==> config.mk <==
export PLATFORM = sky130hd
export DESIGN_NAME = hazard_stall_ctrl
export DESIGN_NICKNAME = d
export VERILOG_FILES = /design/src/rtl/hazard_stall_ctrl.sv
export SDC_FILE = /design/constraint.sdc
export NUM_CORES = 1
export LEC_CHECK = 0
export ABC_AREA = 1
export ABC_CLOCK_PERIOD_IN_PS = 1500
export CAP_MARGIN = 20
export CORE_MARGIN = 1
export CORE_UTILIZATION = 34
export DETAILED_ROUTE_END_ITERATION = 8
export GPL_TIMING_DRIVEN = 0
export PLACE_DENSITY = 0.91
export SLEW_MARGIN = 20
export SYNTH_ARGS = -nofsm -noshare
export SYNTH_HDL_FRONTEND = slang
export SYNTH_SLANG_ARGS = --single-unit
==> constraint.sdc <==
create_clock -name clk -period 1.5 [get_ports clk]
set_input_delay 0.225 -clock clk [delete_from_list [all_inputs] [get_ports clk]]
set_output_delay 0.225 -clock clk [all_outputs]
set_load 0.02 [all_outputs]
==> src/rtl/hazard_stall_ctrl.sv <==
// Stall/flush controller for the 5-stage pipeline: load-use bubble, taken-branch flush,
// data-memory wait freeze with watchdog. Optional stall counter under HAZARD_PERF_CNT_EN.
module hazard_stall_ctrl #(
    parameter int MEM_TIMEOUT = 16,
    parameter int CNT_W       = 5
) (
    input  logic        clk,
    input  logic        reset,
    input  logic [4:0]  IF_ID_RegisterRs1,
    input  logic [4:0]  IF_ID_RegisterRs2,
    input  logic        IF_ID_UsesRs2,
    input  logic        ID_EX_MemRead,
    input  logic [4:0]  ID_EX_RegisterRd,
    input  logic        branch_taken,
    input  logic        dmem_req,
    input  logic        dmem_ready,
    output logic        PCWrite,
    output logic        IF_ID_Write,
    output logic        IF_ID_Flush,
    output logic        ID_EX_Bubble,
    output logic        pipe_freeze,
    output logic        mem_timeout,
    output logic [31:0] perf_stall_cnt
);

    typedef enum logic [0:0] {
        RUN      = 1'b0,
        MEM_WAIT = 1'b1
    } state_t;

    localparam logic [CNT_W-1:0] LAST_CNT = CNT_W'(MEM_TIMEOUT - 1);
    localparam logic [CNT_W-1:0] ONE_CNT  = CNT_W'(1);

    state_t           state_q, state_d;
    logic [CNT_W-1:0] wait_cnt_q, wait_cnt_d;
    logic             timeout_q, timeout_d;
    logic             mem_hold_s;
    logic             load_use_s;

    // Hazard detection terms; the last MEM_WAIT count releases the freeze
    always_comb begin
        mem_hold_s = ((state_q == RUN) && dmem_req && !dmem_ready) ||
                     ((state_q == MEM_WAIT) && !dmem_ready && (wait_cnt_q != LAST_CNT));
        load_use_s = ID_EX_MemRead && (ID_EX_RegisterRd != 5'd0) &&
                     ((ID_EX_RegisterRd == IF_ID_RegisterRs1) ||
                      (IF_ID_UsesRs2 && (ID_EX_RegisterRd == IF_ID_RegisterRs2)));
    end

    // Pipeline control outputs, priority mem_hold > branch > load-use
    always_comb begin
        PCWrite      = 1'b1;
        IF_ID_Write  = 1'b1;
        IF_ID_Flush  = 1'b0;
        ID_EX_Bubble = 1'b0;
        pipe_freeze  = 1'b0;
        if (mem_hold_s) begin
            PCWrite     = 1'b0;
            IF_ID_Write = 1'b0;
            pipe_freeze = 1'b1;
        end else if (branch_taken) begin
            IF_ID_Flush  = 1'b1;
            ID_EX_Bubble = 1'b1;
        end else if (load_use_s) begin
            PCWrite      = 1'b0;
            IF_ID_Write  = 1'b0;
            ID_EX_Bubble = 1'b1;
        end else begin
            PCWrite     = 1'b1;
            IF_ID_Write = 1'b1;
        end
    end

    // Next-state logic for the memory-wait FSM and watchdog
    always_comb begin
        state_d    = state_q;
        wait_cnt_d = wait_cnt_q;
        timeout_d  = timeout_q;
        case (state_q)
            RUN: begin
                if (dmem_req && !dmem_ready) begin
                    state_d    = MEM_WAIT;
                    wait_cnt_d = ONE_CNT;
                end else begin
                    wait_cnt_d = '0;
                end
            end
            MEM_WAIT: begin
                if (dmem_ready) begin
                    state_d    = RUN;
                    wait_cnt_d = '0;
                end else if (wait_cnt_q == LAST_CNT) begin
                    state_d    = RUN;
                    wait_cnt_d = '0;
                    timeout_d  = 1'b1;
                end else begin
                    wait_cnt_d = wait_cnt_q + ONE_CNT;
                end
            end
            default: begin
                state_d    = RUN;
                wait_cnt_d = '0;
            end
        endcase
    end

    // FSM state, wait counter and sticky timeout flag
    always_ff @(posedge clk or posedge reset) begin
        if (reset) begin
            state_q    <= RUN;
            wait_cnt_q <= '0;
            timeout_q  <= 1'b0;
        end else begin
            state_q    <= state_d;
            wait_cnt_q <= wait_cnt_d;
            timeout_q  <= timeout_d;
        end
    end

    assign mem_timeout = timeout_q;

`ifdef HAZARD_PERF_CNT_EN
    logic [31:0] perf_q;

    // Stall-cycle counter, wraps naturally at 32 bits
    always_ff @(posedge clk or posedge reset) begin
        if (reset) begin
            perf_q <= 32'h0;
        end else if (!PCWrite) begin
            perf_q <= perf_q + 32'd1;
        end else begin
            perf_q <= perf_q;
        end
    end

    assign perf_stall_cnt = perf_q;
`else
    assign perf_stall_cnt = 32'h0;
`endif

endmodule

Word-level counts from Yosys, hierarchy flattened
Cells that the tools add are included.

word-level totals
  flip-flop bits (word level) = 7
  bits in latches = 0
  memory bits (writable) = 0
  memory bits (read-only) = 0
  input bits = 22
  output and inout bits = 38
  logic and storage cells = 40
  memories = 0

operators by class
  add/sub/neg operators = 1
  multipliers = 0
  div/mod/pow operators = 0
  order comparisons = 0
  eq/ne operators = 4
  shift-type cells = 0
  mux-type cells = 17
  bitwise gates (word level) = 2
  reduce and logical (&&, ||, !) cells = 13

operators by type and width
  kind                   count
  $mux W1                13
  $eq A5 B5 Y1           2
  $mux W5                2
  $pmux W5 S2            1
  $logic_and A1 B1 Y1    8
  $add A5 B1 Y5 const B  1
  $eq A5 B4 Y1 const B   1
  $ne A5 B4 Y1 const B   1
  $reduce_bool A5 Y1     1
  $reduce_and A3 Y1      1
  $logic_or A1 B1 Y1     2
  $not A1 Y1             2
  $pmux W1 S2            1
  $logic_not A1 Y1       1

Longest topological paths before layout
  depth in word-level cells = 7
  depth in mapped cells = 10
  gate-level depth less buffers = 9

Worst setup path before layout
No wires, ideal clock.

  path kind = flip-flop to output port
  from = register wait_cnt_q[0]
  to = output port PCWrite
  arrival = 1,394 ps
  data required time = 1,275 ps
  setup slack = -119 ps
  cell stages (with the launch flop) = 11
  buffers on the path = 1
  cells stage by stage = dfrtp_1 -> ha_1 -> nand2_1 -> inv_2 -> nand2_2 -> nor2_4 -> nor2_2 -> nor2_4 -> nand2_2 -> nand2_1 -> buf_4

on the way
  cells in the longest elaborated chain, start to end = 4

ends and longest elaborated chain
  item                    RTL line  RTL
  from (decl)             35        logic [CNT_W-1:0] wait_cnt_q, wait_cnt_d;
  from (signal assigned)  114       wait_cnt_q <= wait_cnt_d;
  $ne A5 B4 Y1            43        ((state_q == MEM_WAIT) && !dmem_ready && (wait_cnt_q != LAST_CNT));
  $logic_and A1 B1 Y1     43
  $logic_or A1 B1 Y1      42        mem_hold_s = ((state_q == RUN) && dmem_req && !dmem_ready) ||
  $mux W1                 n/a
  to (decl)               17        output logic PCWrite,

Every way passes these cells.

Worst setup path after layout
  from = register wait_cnt_q[0]
  to = output port PCWrite

on the way
  cells in the longest elaborated chain, start to end = 4

ends and longest elaborated chain
  item                 RTL line  RTL
  $ne A5 B4 Y1         43
  $logic_and A1 B1 Y1  43
  $logic_or A1 B1 Y1   42
  $mux W1              56        if (mem_hold_s) begin

Every way passes these cells.

==> flow_summary.json <==
{
  "synth_top_area_share": 0.307,
  "fillers": 207,
  "fmax_mhz": 523,
  "wl_per_cell_um": 7.77,
  "grtUsageTotal": 0.130,
  "hpwl_um": 1410,
  "vias_per_cell": 3.71,
  "critPathRequiredTime_ns": 1.27,
  "setup_tns_ns": -1.80,
  "synth_edf_count": 0,
  "fin_util": 0.598,
  "period_minus_slack_ns": 1.91,
  "timing.rr.start": "wait_cnt_q[0]",
  "outcome": "finished, violations left",
  "violations": "setup timing",
  "post-route-period-util": 1.28,
  "synth_area_leader_cell": "buf_4",
  "antenna_found_initial": 0,
  "fin_cells": 223,
  "core_um2": 2230,
  "yosysMostFrequentCell": "nand2_1",
  "finalClockSkew_ns": 0.00413,
  "syn-mean-instance-area_um2": 6.36,
  "gp_congestion": 0.780,
  "numCtsBuffers": 3,
  "startpoint_type": "flop",
  "cts_tree": "yes",
  "clkTransAtPathRegs_ns": 0.05,
  "peakVddDrop_mv": 0.364,
  "synthCells": 127,
  "numPortBuffers": 27,
  "root_buffer": "clkbuf_4",
  "multi_input_area_um2": 445,
  "setup_slack_ns": -0.413,
  "clk_latency_ns": 0.24,
  "initial_core_util": 0.362,
  "postRouteAntennaNets": 0,
  "final_layout_size_suffix_gt1_frac": 0.297,
  "total_power_uw": 734,
  "cap_violations": 0,
  "ff2ff_path_depth": 9,
  "htree_levels": 1,
  "cp_max_fo": 4,
  "setup_viol_count_final": 5,
  "cts_buffer_depth": 2,
  "drtIter0Drc": 15,
  "worst-setup-path-type": "reg2out",
  "die_w_um": 50.8,
  "regArea_um2": 175,
  "r2r_slack_ns": 0.13,
  "rows": 17,
  "dr.pass1.iters": 4,
  "syn_to_final_growth_pct": 65.2,
  "hold_ws_ns": 0.212,
  "placedCellCount": 213,
  "cp_data_arrival_time_ns": 1.69,
  "globalRoute.totalOverflow": 0,
  "cts_sinks": 7,
  "power_density_nw_per_um2": 550,
  "p_leak_nw": 0.846,
  "drc": 0,
  "ys_types": 18,
  "ys_seq_elements": 7,
  "synth_area_um2": 808,
  "setup.worst_path.start": "wait_cnt_q[0]",
  "routed_wl_um": 1730,
  "hold_class": "in2async",
  "hold_viol_final": 0,
  "dieArea_um2": 2580,
  "synth-seq-area-share": 0.217,
  "yosys_warnings": 0,
  "slew_violations": 0,
  "synth_common_cells": "nand2_1 (34), buf_4 (33), inv_1 (22)",
  "netlist_top_cells_area": "buf_4 (31%), dfrtp_1 (22%), nand2_1 (16%)",
  "endpoint_kind": "output pin",
  "die_h_um": 50.8,
  "grt_pass1_vias": 700,
  "via_count": 827,
  "ys.flop_type": "dfrtp_1",
  "timing.rr.end": "state_q",
  "grt_max_degree": 8,
  "grt_pass1_wl_um": 2570,
  "layout.nets": 219,
  "boundaryPins": 60,
  "diodes": 0,
  "rsz0062_at_grt": "true",
  "async_reset_ff_frac": 1.00
}
cells by family after synthesis:
kind of cell    share of synthesized area
buf+inv                             0.413
simple gates                        0.297
flops                               0.217
compound gates                     0.0310
xor+xnor                           0.0217
fa+ha+maj                          0.0155
other cells                       0.00464
cell type report:
class,count,share of cell area
buffer,33,0.188
timing repair buffer,33,0.236
clock buffer,4,0.0197
inverter,23,0.0647
sequential,7,0.131
tap,28,0.0262
multi-input combinational,95,0.334
cells in the final DEF, fill, tap and decap left out, types with 4 or more instances in the layout:
cell type | synthesis | layout
buf_4 | 33 | 38
conb_1 | 1 | 32
nand2_1 | 34 | 31
inv_1 | 22 | 22
clkdlybuf4s50_1 | 0 | 22
nor2_1 | 12 | 12
dfrtp_1 | 7 | 7
buf_6 | 0 | 5
nand3_1 | 4 | 4
repair_timing:
item	4_1_cts	5_1_grt
resized for setup	30	2
setup buffers	4	2
setup endpoints to repair	5	5
cloned	0	0
hold buffers	0	0
pin swaps	4	6
state kept, by name, summed over array words and instances, names as in the netlist:
signal / flops
mem_timeout: 1
state_q: 1
wait_cnt_q: 5
report_power, final:
group          internal (mW)  switching (mW)
sequential             0.197         0.00419
combinational          0.181           0.189
clock                  0.101          0.0618
per-layer routing:
metal  GRT usage  vias up  part of all wire  routed length [um]
li1            -      442                 -                   -
met1       0.127      346              0.37                 634
met2       0.269       35              0.57                 985
met3      0.0121        4             0.059                 102
met4      0.0509        0            0.0058                  10
met5           0        -                 0                   0
how the worst max path moves through the flow:
| stage | to | slack [ns] | cells past startpoint |
|---|---|---|---|
| after global placement | PCWrite | -0.73 | 12 |
| after CTS | PCWrite | -0.42 | 11 |
| final | PCWrite | -0.41 | 11 |
| after floorplan | PCWrite | 0.005 | 10 |
| after detailed placement | PCWrite | -0.74 | 9 |
| after global routing | PCWrite | -0.48 | 11 |
worst max-delay path, stage by stage, from the launching register on:
cell     delay (ns)
dfrtp_1        0.36
ha_2           0.20
nand2_2        0.05
inv_2          0.07
nand2_4        0.05
nor2_4         0.12
nor2_4         0.05
nor2_4         0.18
nand2_4        0.08
nand2_4        0.08
buf_6          0.09
buf_6          0.10
through the flow:
| step | setup slack, ns | instance area, um^2 |
|---|---|---|
| 2_1_floorplan | 0.00500 | 943 |
| 3_3_place_gp | -0.727 | 1250 |
| 3_5_place_dp | -0.737 | 1250 |
| 4_1_cts | -0.424 | 1310 |
| 5_1_grt | -0.484 | 1340 |
| 6_report | -0.413 | 1340 |
No activity file was read; power rests on OpenSTA's default activity.
